--- src/rtl/adc_frame_packetizer_pkg.sv ---
`default_nettype none
// ============================================================================
//  Module   : adc_frame_packetizer_pkg
//  Purpose  : Shared definitions for the ADC frame packetizer and the
//             UART-side framing tool. Holds packet geometry, the default
//             sync bytes, the packetizer FSM state encoding and a helper
//             that picks one sample out of a scan frame.
//  Revision : 1.0  initial release
// ============================================================================
package adc_frame_packetizer_pkg;

    localparam int PKT_LEN  = 14;                 // SYNC0 SYNC1 SEQ D0..D9 CHK
    localparam int NUM_CH   = 10;
    localparam int SAMPLE_W = 8;
    localparam int FRAME_W  = NUM_CH * SAMPLE_W;

    localparam logic [SAMPLE_W-1:0] C_SYNC0_DEF = 8'hA5;
    localparam logic [SAMPLE_W-1:0] C_SYNC1_DEF = 8'h5A;

    typedef enum logic [2:0] {
        ST_IDLE  = 3'd0,
        ST_SYNC0 = 3'd1,
        ST_SYNC1 = 3'd2,
        ST_SEQ   = 3'd3,
        ST_DATA  = 3'd4,
        ST_CHK   = 3'd5
    } state_t;

    // D0 sits in the top byte of the frame, D9 in the bottom byte.
    function automatic logic [SAMPLE_W-1:0] sample_at(
        input logic [FRAME_W-1:0] frame,
        input logic [3:0]         idx
    );
        sample_at = '0;
        for (int i = 0; i < NUM_CH; i++) begin
            if (idx == 4'(i)) begin
                sample_at = frame[(NUM_CH-1-i)*SAMPLE_W +: SAMPLE_W];
            end
        end
    endfunction

endpackage
`default_nettype wire

--- src/rtl/adc_frame_packetizer_if.sv ---
`default_nettype none
// ============================================================================
//  Module   : adc_frame_packetizer_if
//  Purpose  : Byte valid/ready stream from the packetizer into the UART TX
//             byte interface.
//  Signals  : TX_DV    byte valid      (master -> slave)
//             TX_Byte  packet byte     (master -> slave)
//             TX_ready slave can take a byte this cycle (slave -> master)
//  Revision : 1.0  initial release
// ============================================================================
interface adc_frame_packetizer_if;
    import adc_frame_packetizer_pkg::*;

    logic                TX_DV;
    logic [SAMPLE_W-1:0] TX_Byte;
    logic                TX_ready;

    modport master (output TX_DV, output TX_Byte, input TX_ready);
    modport slave  (input  TX_DV, input  TX_Byte, output TX_ready);

endinterface
`default_nettype wire

--- src/rtl/adc_frame_packetizer.sv ---
`default_nettype none
// ============================================================================
//  Module   : adc_frame_packetizer
//  Purpose  : Serialises 80-bit ADC scan frames into 14-byte telemetry
//             packets (SYNC0 SYNC1 SEQ D0..D9 CHK) with one pending-frame
//             buffer, input decimation, a sequence number, an additive
//             checksum and a saturating drop counter.
//  Ports    : i_clk         system clock
//             i_rst         asynchronous reset, active-low
//             i_ADC_valid   one-cycle frame strobe
//             i_ADC_data    scan frame, D0 in [79:72], D9 in [7:0]
//             tx            byte stream to the UART (master modport)
//             o_busy        packet in progress or pending frame held
//             o_drop_count  frames lost to overflow, saturates at 255
//  Revision : 1.0  initial release
// ============================================================================
module adc_frame_packetizer
    import adc_frame_packetizer_pkg::*;
#(
    parameter logic [7:0]  SYNC0 = C_SYNC0_DEF,
    parameter logic [7:0]  SYNC1 = C_SYNC1_DEF,
    parameter int unsigned DECIM = 1
)(
    input  wire logic               i_clk,
    input  wire logic               i_rst,
    input  wire logic               i_ADC_valid,
    input  wire logic [FRAME_W-1:0] i_ADC_data,
    adc_frame_packetizer_if.master  tx,
    output logic                    o_busy,
    output logic [7:0]              o_drop_count
);

    localparam logic [7:0] C_DECIM_LAST = 8'(DECIM - 1);
    localparam logic [3:0] C_LAST_IDX   = 4'(NUM_CH - 1);

    state_t               r_state;
    logic [FRAME_W-1:0]   r_active;
    logic [FRAME_W-1:0]   r_pend;
    logic                 r_pend_full;
    logic [3:0]           r_idx;
    logic [7:0]           r_seq;
    logic [7:0]           r_chk;
    logic [7:0]           r_decim;
    logic [7:0]           r_drop;
    logic                 r_dv;
    logic [SAMPLE_W-1:0]  r_byte;

    logic w_xfer;
    logic w_accept;
    logic w_chk_xfer;
    logic w_pend_consume;
    logic w_direct_load;

    assign w_xfer         = r_dv & tx.TX_ready;
    assign w_accept       = i_ADC_valid & (r_decim == 8'd0);
    assign w_chk_xfer     = (r_state == ST_CHK) & w_xfer;
    assign w_pend_consume = w_chk_xfer & r_pend_full;
    // A frame accepted on the final CHK transfer with nothing pending is
    // launched straight into the active register; parking it in pending
    // would leave it stranded once the FSM drops to IDLE.
    assign w_direct_load  = w_chk_xfer & ~r_pend_full & w_accept;

    assign tx.TX_DV     = r_dv;
    assign tx.TX_Byte   = r_byte;
    assign o_busy       = (r_state != ST_IDLE) | r_pend_full;
    assign o_drop_count = r_drop;

    always_ff @(posedge i_clk or negedge i_rst) begin
        if (!i_rst) begin
            r_state     <= ST_IDLE;
            r_active    <= '0;
            r_pend      <= '0;
            r_pend_full <= 1'b0;
            r_idx       <= '0;
            r_seq       <= '0;
            r_chk       <= '0;
            r_decim     <= '0;
            r_drop      <= '0;
            r_dv        <= 1'b0;
            r_byte      <= '0;
        end else begin
            if (i_ADC_valid) begin
                r_decim <= (r_decim >= C_DECIM_LAST) ? 8'd0 : r_decim + 8'd1;
            end

            // Clear first so a same-cycle refill below keeps the flag set.
            if (w_pend_consume) begin
                r_pend_full <= 1'b0;
            end

            if (w_accept && (r_state != ST_IDLE) && !w_direct_load) begin
                if (!r_pend_full || w_pend_consume) begin
                    r_pend      <= i_ADC_data;
                    r_pend_full <= 1'b1;
                end else if (r_drop != 8'hFF) begin
                    r_drop <= r_drop + 8'd1;
                end
            end

            case (r_state)
                ST_IDLE: begin
                    if (w_accept) begin
                        r_active <= i_ADC_data;
                        r_state  <= ST_SYNC0;
                        r_dv     <= 1'b1;
                        r_byte   <= SYNC0;
                        r_chk    <= '0;
                    end
                end
                ST_SYNC0: begin
                    if (w_xfer) begin
                        r_state <= ST_SYNC1;
                        r_byte  <= SYNC1;
                    end
                end
                ST_SYNC1: begin
                    if (w_xfer) begin
                        r_state <= ST_SEQ;
                        r_byte  <= r_seq;
                    end
                end
                ST_SEQ: begin
                    if (w_xfer) begin
                        r_state <= ST_DATA;
                        r_idx   <= '0;
                        r_chk   <= r_chk + r_byte;
                        r_byte  <= sample_at(r_active, 4'd0);
                    end
                end
                ST_DATA: begin
                    if (w_xfer) begin
                        r_chk <= r_chk + r_byte;
                        if (r_idx == C_LAST_IDX) begin
                            r_state <= ST_CHK;
                            r_byte  <= r_chk + r_byte;
                        end else begin
                            r_idx  <= r_idx + 4'd1;
                            r_byte <= sample_at(r_active, r_idx + 4'd1);
                        end
                    end
                end
                ST_CHK: begin
                    if (w_xfer) begin
                        r_seq <= r_seq + 8'd1;
                        if (r_pend_full || w_accept) begin
                            r_active <= r_pend_full ? r_pend : i_ADC_data;
                            r_state  <= ST_SYNC0;
                            r_byte   <= SYNC0;
                            r_chk    <= '0;
                        end else begin
                            r_state <= ST_IDLE;
                            r_dv    <= 1'b0;
                            r_byte  <= '0;
                        end
                    end
                end
                default: begin
                    r_state <= ST_IDLE;
                    r_dv    <= 1'b0;
                    r_byte  <= '0;
                end
            endcase
        end
    end

endmodule
`default_nettype wire
--- src/flat_wrapper.sv ---
// flat-port wrapper written by rule: the top's interface ports become plain ports
module adc_frame_packetizer_flat import adc_frame_packetizer_pkg::*;
#(
    parameter logic [7:0]  SYNC0 = C_SYNC0_DEF,
    parameter logic [7:0]  SYNC1 = C_SYNC1_DEF,
    parameter int unsigned DECIM = 1
)
  (i_clk, i_rst, i_ADC_valid, i_ADC_data, o_busy, o_drop_count, tx_TX_DV, tx_TX_Byte, tx_TX_ready);
  adc_frame_packetizer_if tx_i ();
  input  wire logic i_clk;
  input  wire logic i_rst;
  input  wire logic i_ADC_valid;
  input  wire logic [FRAME_W-1:0] i_ADC_data;
  output logic o_busy;
  output logic [7:0] o_drop_count;
  output wire logic [$bits(tx_i.TX_DV)-1:0] tx_TX_DV;
  output wire logic [$bits(tx_i.TX_Byte)-1:0] tx_TX_Byte;
  input wire logic [$bits(tx_i.TX_ready)-1:0] tx_TX_ready;
  assign tx_TX_DV = tx_i.TX_DV;
  assign tx_TX_Byte = tx_i.TX_Byte;
  assign tx_i.TX_ready = tx_TX_ready;
  adc_frame_packetizer #(.SYNC0(SYNC0), .SYNC1(SYNC1), .DECIM(DECIM)) u_core (.i_clk(i_clk), .i_rst(i_rst), .i_ADC_valid(i_ADC_valid), .i_ADC_data(i_ADC_data), .tx(tx_i), .o_busy(o_busy), .o_drop_count(o_drop_count));
endmodule
--- config.mk ---
export PLATFORM = sky130hd
export DESIGN_NAME = adc_frame_packetizer_flat
export DESIGN_NICKNAME = d
export VERILOG_FILES = /design/src/rtl/adc_frame_packetizer_pkg.sv /design/src/rtl/adc_frame_packetizer_if.sv /design/src/rtl/adc_frame_packetizer.sv /design/src/flat_wrapper.sv
export SDC_FILE = /design/constraint.sdc
export NUM_CORES = 1
export LEC_CHECK = 0
export CAP_MARGIN = 10
export CORE_ASPECT_RATIO = 0.5
export CORE_MARGIN = 2
export CORE_UTILIZATION = 50
export CTS_BUF_LIST = sky130_fd_sc_hd__clkbuf_8 sky130_fd_sc_hd__clkbuf_16
export DETAILED_ROUTE_END_ITERATION = 7
export HOLD_SLACK_MARGIN = 0.15
export PLACE_DENSITY = 0.74
export SYNTH_ARGS = -nofsm -noshare
export SYNTH_HDL_FRONTEND = slang
export SYNTH_SLANG_ARGS = --single-unit
--- constraint.sdc ---
create_clock -name i_clk -period 2.1 [get_ports i_clk]
set_input_delay 0.42 -clock i_clk [delete_from_list [all_inputs] [get_ports i_clk]]
set_output_delay 0.42 -clock i_clk [all_outputs]
set_load 0.05 [all_outputs]
---- After elaboration in Yosys (flattened, before gate mapping) ----
Index checks and enable logic that the tools add are counted.
storage, ports and cells
  register bits after elaboration ......... 209
  input port bits ......................... 84
  output and inout port bits .............. 18
  word-level logic and storage cells ...... 128
cells by class
  add/sub/neg operators ................... 5
  order comparisons ....................... 1
  equality and inequality tests ........... 27
  multiplexer cells ....................... 50
  bitwise logic cells ..................... 10
  reductions and logical operators ........ 24
operators by type and width
  cell                                                                   number
  80-bit two-way mux                                                     4
  8-bit two-way mux                                                      23
  80-bit case mux with 2 select lines                                    1
  8-bit case mux with 6 select lines                                     1
  8-bit by 1-bit adder with 8-bit output, second input constant          3
  8-bit case mux with 3 select lines                                     1
  3-bit two-way mux                                                      7
  3-bit case mux with 6 select lines                                     1
  4-bit by 3-bit equality test with 1-bit output, second input constant  4
  2-bit by 1-bit != test with 1-bit output, second input constant        8
  4-bit equality test, second input constant                             3
  4-bit two-way mux                                                      3
  4-bit AND reduction                                                    3
  8-bit adder                                                            1
  4-bit by 2-bit equality test with 1-bit output, second input constant  2
  8-bit by 1-bit >= comparator with 1-bit output, second input constant  1
  8-bit logical NOT                                                      1
  8-bit != test, second input constant                                   1
  4-bit case mux with 2 select lines                                     1
  1-bit two-way mux                                                      7
  7-bit AND reduction                                                    1
  1-bit bitwise AND                                                      6
  3-bit by 2-bit equality test with 1-bit output, second input constant  2
  3-bit equality test, second input constant                             2
  20 further kinds                                                       30

---- Logic depth before layout (Yosys ltp) ----
  depth in word-level cells ............... 15
  depth in mapped cells ................... 10
  mapped depth without buffers ............ 8

---- Worst setup path before layout ----
No wires, ideal clock.
  path kind ............................... register to register
  from .................................... register u_core.r_byte[1] (netlist: u_core.tx.TX_Byte[1])
  to ...................................... register u_core.r_chk[7]
  setup time .............................. 0.083 ns
  arrival time ............................ 2.173 ns
  required time ........................... 2.017 ns
  setup slack ............................. -0.156 ns
  stages on the path, launching flop included .. 8
  buffers on the path ..................... 0
  period minus slack after synthesis ...... 2.256 ns
  cell sequence ........................... dfrtp_1 > ha_1 > a21oi_1 > o211ai_1 > o41ai_1 > xor2_1 > or4_1 > o21ai_0
on the way
  longest elaborated chain between the ends .. 3
RTL lines
  item                                line                                                      RTL
  from (decl)                         adc_frame_packetizer.sv:46                                logic [SAMPLE_W-1:0] r_byte;
  from (signal assigned)              adc_frame_packetizer.sv:119                               r_byte <= r_seq;
  from (signal assigned)              adc_frame_packetizer.sv:127                               r_byte <= sample_at(r_active, 4'd0);
  from (signal assigned)              adc_frame_packetizer.sv:135                               r_byte <= r_chk + r_byte;
  8-bit adder                         adc_frame_packetizer.sv:126, adc_frame_packetizer.sv:132
  8-bit two-way mux                   adc_frame_packetizer.sv:123, adc_frame_packetizer.sv:131
  8-bit case mux with 3 select lines  adc_frame_packetizer.sv:100                               case (r_state)
  to (signal assigned)                adc_frame_packetizer.sv:126                               r_chk <= r_chk + r_byte;
  to (signal assigned)                adc_frame_packetizer.sv:132                               r_chk <= r_chk + r_byte;
  to (decl)                           adc_frame_packetizer.sv:42                                logic [7:0] r_chk;
Every way passes these cells. The select of a mux whose other input is x is not followed.
A chain may end at the register's enable or synchronous reset.

---- Worst setup path after layout ----
  from .................................... register u_core.r_byte[1] (netlist: u_core.tx.TX_Byte[1])
  to ...................................... register u_core.r_byte[7] (netlist: u_core.tx.TX_Byte[7])
on the way
  longest elaborated chain between the ends .. 4
RTL lines
  item                                line                         RTL
  8-bit adder                         adc_frame_packetizer.sv:135
  8-bit two-way mux                   adc_frame_packetizer.sv:133  if (r_idx == C_LAST_IDX) begin
  8-bit two-way mux                   adc_frame_packetizer.sv:131  if (w_xfer) begin
  8-bit case mux with 6 select lines  adc_frame_packetizer.sv:100
Every way passes these cells. The select of a mux whose other input is x is not followed.

==> impl_metrics.py <==
metrics = {
    "floorplan": {
        "ioPinCount": 102,
        "die_x_um": 209,
        "dieArea_mm2": 0.0222,
        "core_mm2": 0.0206,
        "rows": 37,
        "floorplan.initialDensity_pct": 51.0,
        "die_y_um": 106,
    },
    "status": {
        "status": "finished with violations",
        "violations": "negative setup slack",
    },
    "sta": {
        "hold_viol": 0,
        "slew_viol_final": 0,
        "tightest_slew_ns": 0.489,
        "period_needed_ns": 2.13,
        "tns_ns": -0.0880,
        "period_share_pct": 102,
        "final-setup-viol-count": 3,
        "max_clock_freq_mhz": 469,
        "setup_slack_ns": -0.0324,
        "skew_ns": 0.0121,
        "slew_headroom_pct": 67.5,
        "rsz0062_at_grt": "yes",
    },
    "final_layout": {
        "multi_input_area_mm2": 0.00526,
        "fillers": 1523,
        "fin_area_mm2": 0.0135,
        "postLayoutCoreUtil_pct": 65.8,
        "area_growth_pct": 29.2,
        "drive_gt1_share_pct": 27.2,
        "regArea_mm2": 0.00504,
        "final_nets": 1239,
        "diodes": 0,
    },
    "detailed_routing": {
        "routed-via-count": 8109,
        "wirelength_um": 27300,
        "antenna_left": 0,
        "wl_met2_um": 12300,
        "avgRoutedWirePerCell_um": 19.2,
        "wl_met3_um": 1620,
        "via_per_inst": 5.70,
        "met1_length_um": 13000,
        "drt_iter0_markers": 704,
        "route.detailed.drc": 0,
        "maxUsedRoutingLayer": "met4",
        "first_pass_iters": 6,
    },
    "clocking": {
        "clkTransAtPathRegs_ns": 0.07,
        "cts_buffer_depth": 3,
        "clk_latency_ns": 0.50,
        "clock_sinks": 201,
        "htreeDepth": 1,
        "clock-root-buffer": "clkbuf_16",
        "cts_tree": "done",
        "numCtsBuffers": 19,
    },
    "global_route": {
        "grt_use_total_pct": 23.7,
        "grt_pass1_vias": 7958,
        "grt_max_degree": 55,
        "grt_pass1_wl_um": 42400,
        "grt_overflow": 0,
        "grt_antenna_before_repair": 0,
    },
    "placed_design": {
        "place_area_mm2": 0.0124,
        "dpl.hpwl_um": 18800,
        "place.gp.congestion": 0.902,
        "io_buffers": 101,
    },
    "power": {
        "p_per_area_mw_per_mm2": 671,
        "p_leak_nw": 6.45,
        "peakVddDrop_mv": 0.427,
    },
    "synthesis": {
        "synth_cells": 952,
        "syn_avg_cell_area_um2": 11.0,
        "yosysUniqueCellTypes": 66,
        "yosysSeqAreaShare_pct": 48.0,
        "synth_edf_count": 0,
        "netlist_area_mm2": 0.0105,
        "synth_fp_nets": 1051,
        "synthArstFlopShare_pct": 100,
        "synth-seq-cells": 201,
        "synth_ff_type": "dfrtp_1",
        "ys_warn_count": 0,
    },
    "flow_run": {
        "drv_cap": 0,
    },
    "critical_path": {
        "crit_fanout": 4,
        "r2r_cells": 7,
        "cp-start-kind": "register",
        "critical_path_required_ns": 2.47,
        "worstSetupEndpointType": "register",
        "critPathArrivalTime_ns": 2.50,
        "critPathKind": "register to register",
    },
    "worst_hold_path": {
        "hold_path.class": "input pin to async pin",
    },
}
[cells in the mapped netlist (9+ instances only)]
cell / n / area [µm²]
xnor2_1: 16 / 140
nor2_1: 102 / 383
mux2i_1: 81 / 811
a21oi_1: 112 / 561
nand3_1: 14 / 70.1
clkbuf_1: 26 / 97.6
o211ai_1: 10 / 75.1
dfrtp_1: 201 / 5030
ha_1: 14 / 175
buf_2: 25 / 125
buf_12: 9 / 180
o31ai_1: 15 / 113
o21ai_0: 52 / 260
nand2_1: 54 / 203
inv_1: 15 / 56.3
mux2_4: 80 / 1200
[where the power goes]
part | switching [mW] | internal [mW]
clock network | 1.51 | 1.97
registers | 0.247 | 4.19
logic | 0.568 | 0.602
total | 2.32 | 6.76
[sequential cells by signal, indices dropped and copies added, names as in the netlist]
register and cells:
u_core.r_idx 4, u_core.r_state 3, u_core.r_seq 8, u_core.r_chk 8, u_core.r_pend_full 1, u_core.o_drop_count 8, u_core.r_active 80, u_core.r_pend 80
u_core.tx.TX_Byte 8, u_core.tx.TX_DV 1
[stage by stage]
| stage | cells | worst slack, ns | hold WS (ns) | total power [mW] |
|---|---|---|---|---|
| detailed placement | 1373 | -0.314 | 0.375 | 5.71 |
| CTS | 1410 | -0.0336 | 0.425 | 9.11 |
| global route | 1423 | -0.139 | 0.463 | 9.40 |
| global placement | 1373 | -0.282 | 0.369 | 5.65 |
| finish | 1423 | -0.0324 | 0.413 | 9.08 |
| floorplan | 952 | -0.0121 | 0.124 | 5.13 |
[critical path: stages, from the launching register on]
cell and delay [ns]:
dfrtp_2 0.46, ha_4 0.25, a21oi_2 0.17, o211ai_1 0.17, o41ai_2 0.34, xor2_1 0.32, xnor2_1 0.18, o211ai_1 0.12
[metal layers]
layer | global-route usage (%) | up-vias
met5 | 0 | -
met4 | 4.03 | 0
met3 | 3.84 | 36
met2 | 37.0 | 255
met1 | 35.5 | 4052
li1 | - | 3766
[logic make-up after synthesis]
family	share of synthesized area [%]
AOI/OAI and AO/OA	14.7
and+or+nand+nor	9.22
DFF	48.0
muxes	19.4
buffers and inverters	4.74
xor gates and xnor gates	1.92
adders and majority gates	1.96
[cell usage in the layout (no fill, tap or decap), types with 15 or more instances in the layout]
master / count
clkdlybuf4s50_1: 82
nand2_1: 54
a21oi_1: 106
clkbuf_16: 23
inv_1: 20
buf_4: 115
xnor2_1: 15
nor2_1: 101
dfrtp_1: 193
mux2i_1: 81
mux2_4: 80
o21ai_0: 44
[final timing paths]
path / startpoint / slack (ns) / to
max in group asynchronous: i_rst / 1.04 / u_core.tx.TX_DV
worst max register to register: u_core.tx.TX_Byte[1] / -0.03 / u_core.tx.TX_Byte[7]
min in group i_clk: u_core.r_chk[5] / 0.49 / u_core.r_chk[5]
worst min register to register: u_core.r_chk[5] / 0.49 / u_core.r_chk[5]
worst max-delay path: u_core.tx.TX_Byte[1] / -0.03 / u_core.tx.TX_Byte[7]
worst min-delay path: i_rst / 0.41 / u_core.r_pend[27]
[what timing repair did]
action / in CTS / in global routing
setup endpoints to repair: 19 / 84
cloned: 0 / 5
hold endpoints to repair: 36 / 0
pin swaps: 4 / 27
hold buffers: 1 / 0
resized for setup: 24 / 57
buffers inserted: 5 / 8
[final cells by class]
type	instances	share of cell area [%]
clock inverter	10	0.740
clock buffer	21	3.72
tap	273	2.52
inverter	15	0.416
sequential	201	37.3
multi-input combinational	672	38.9
timing repair buffer	231	16.5
Note: power is estimated with default switching activity, not from simulation.
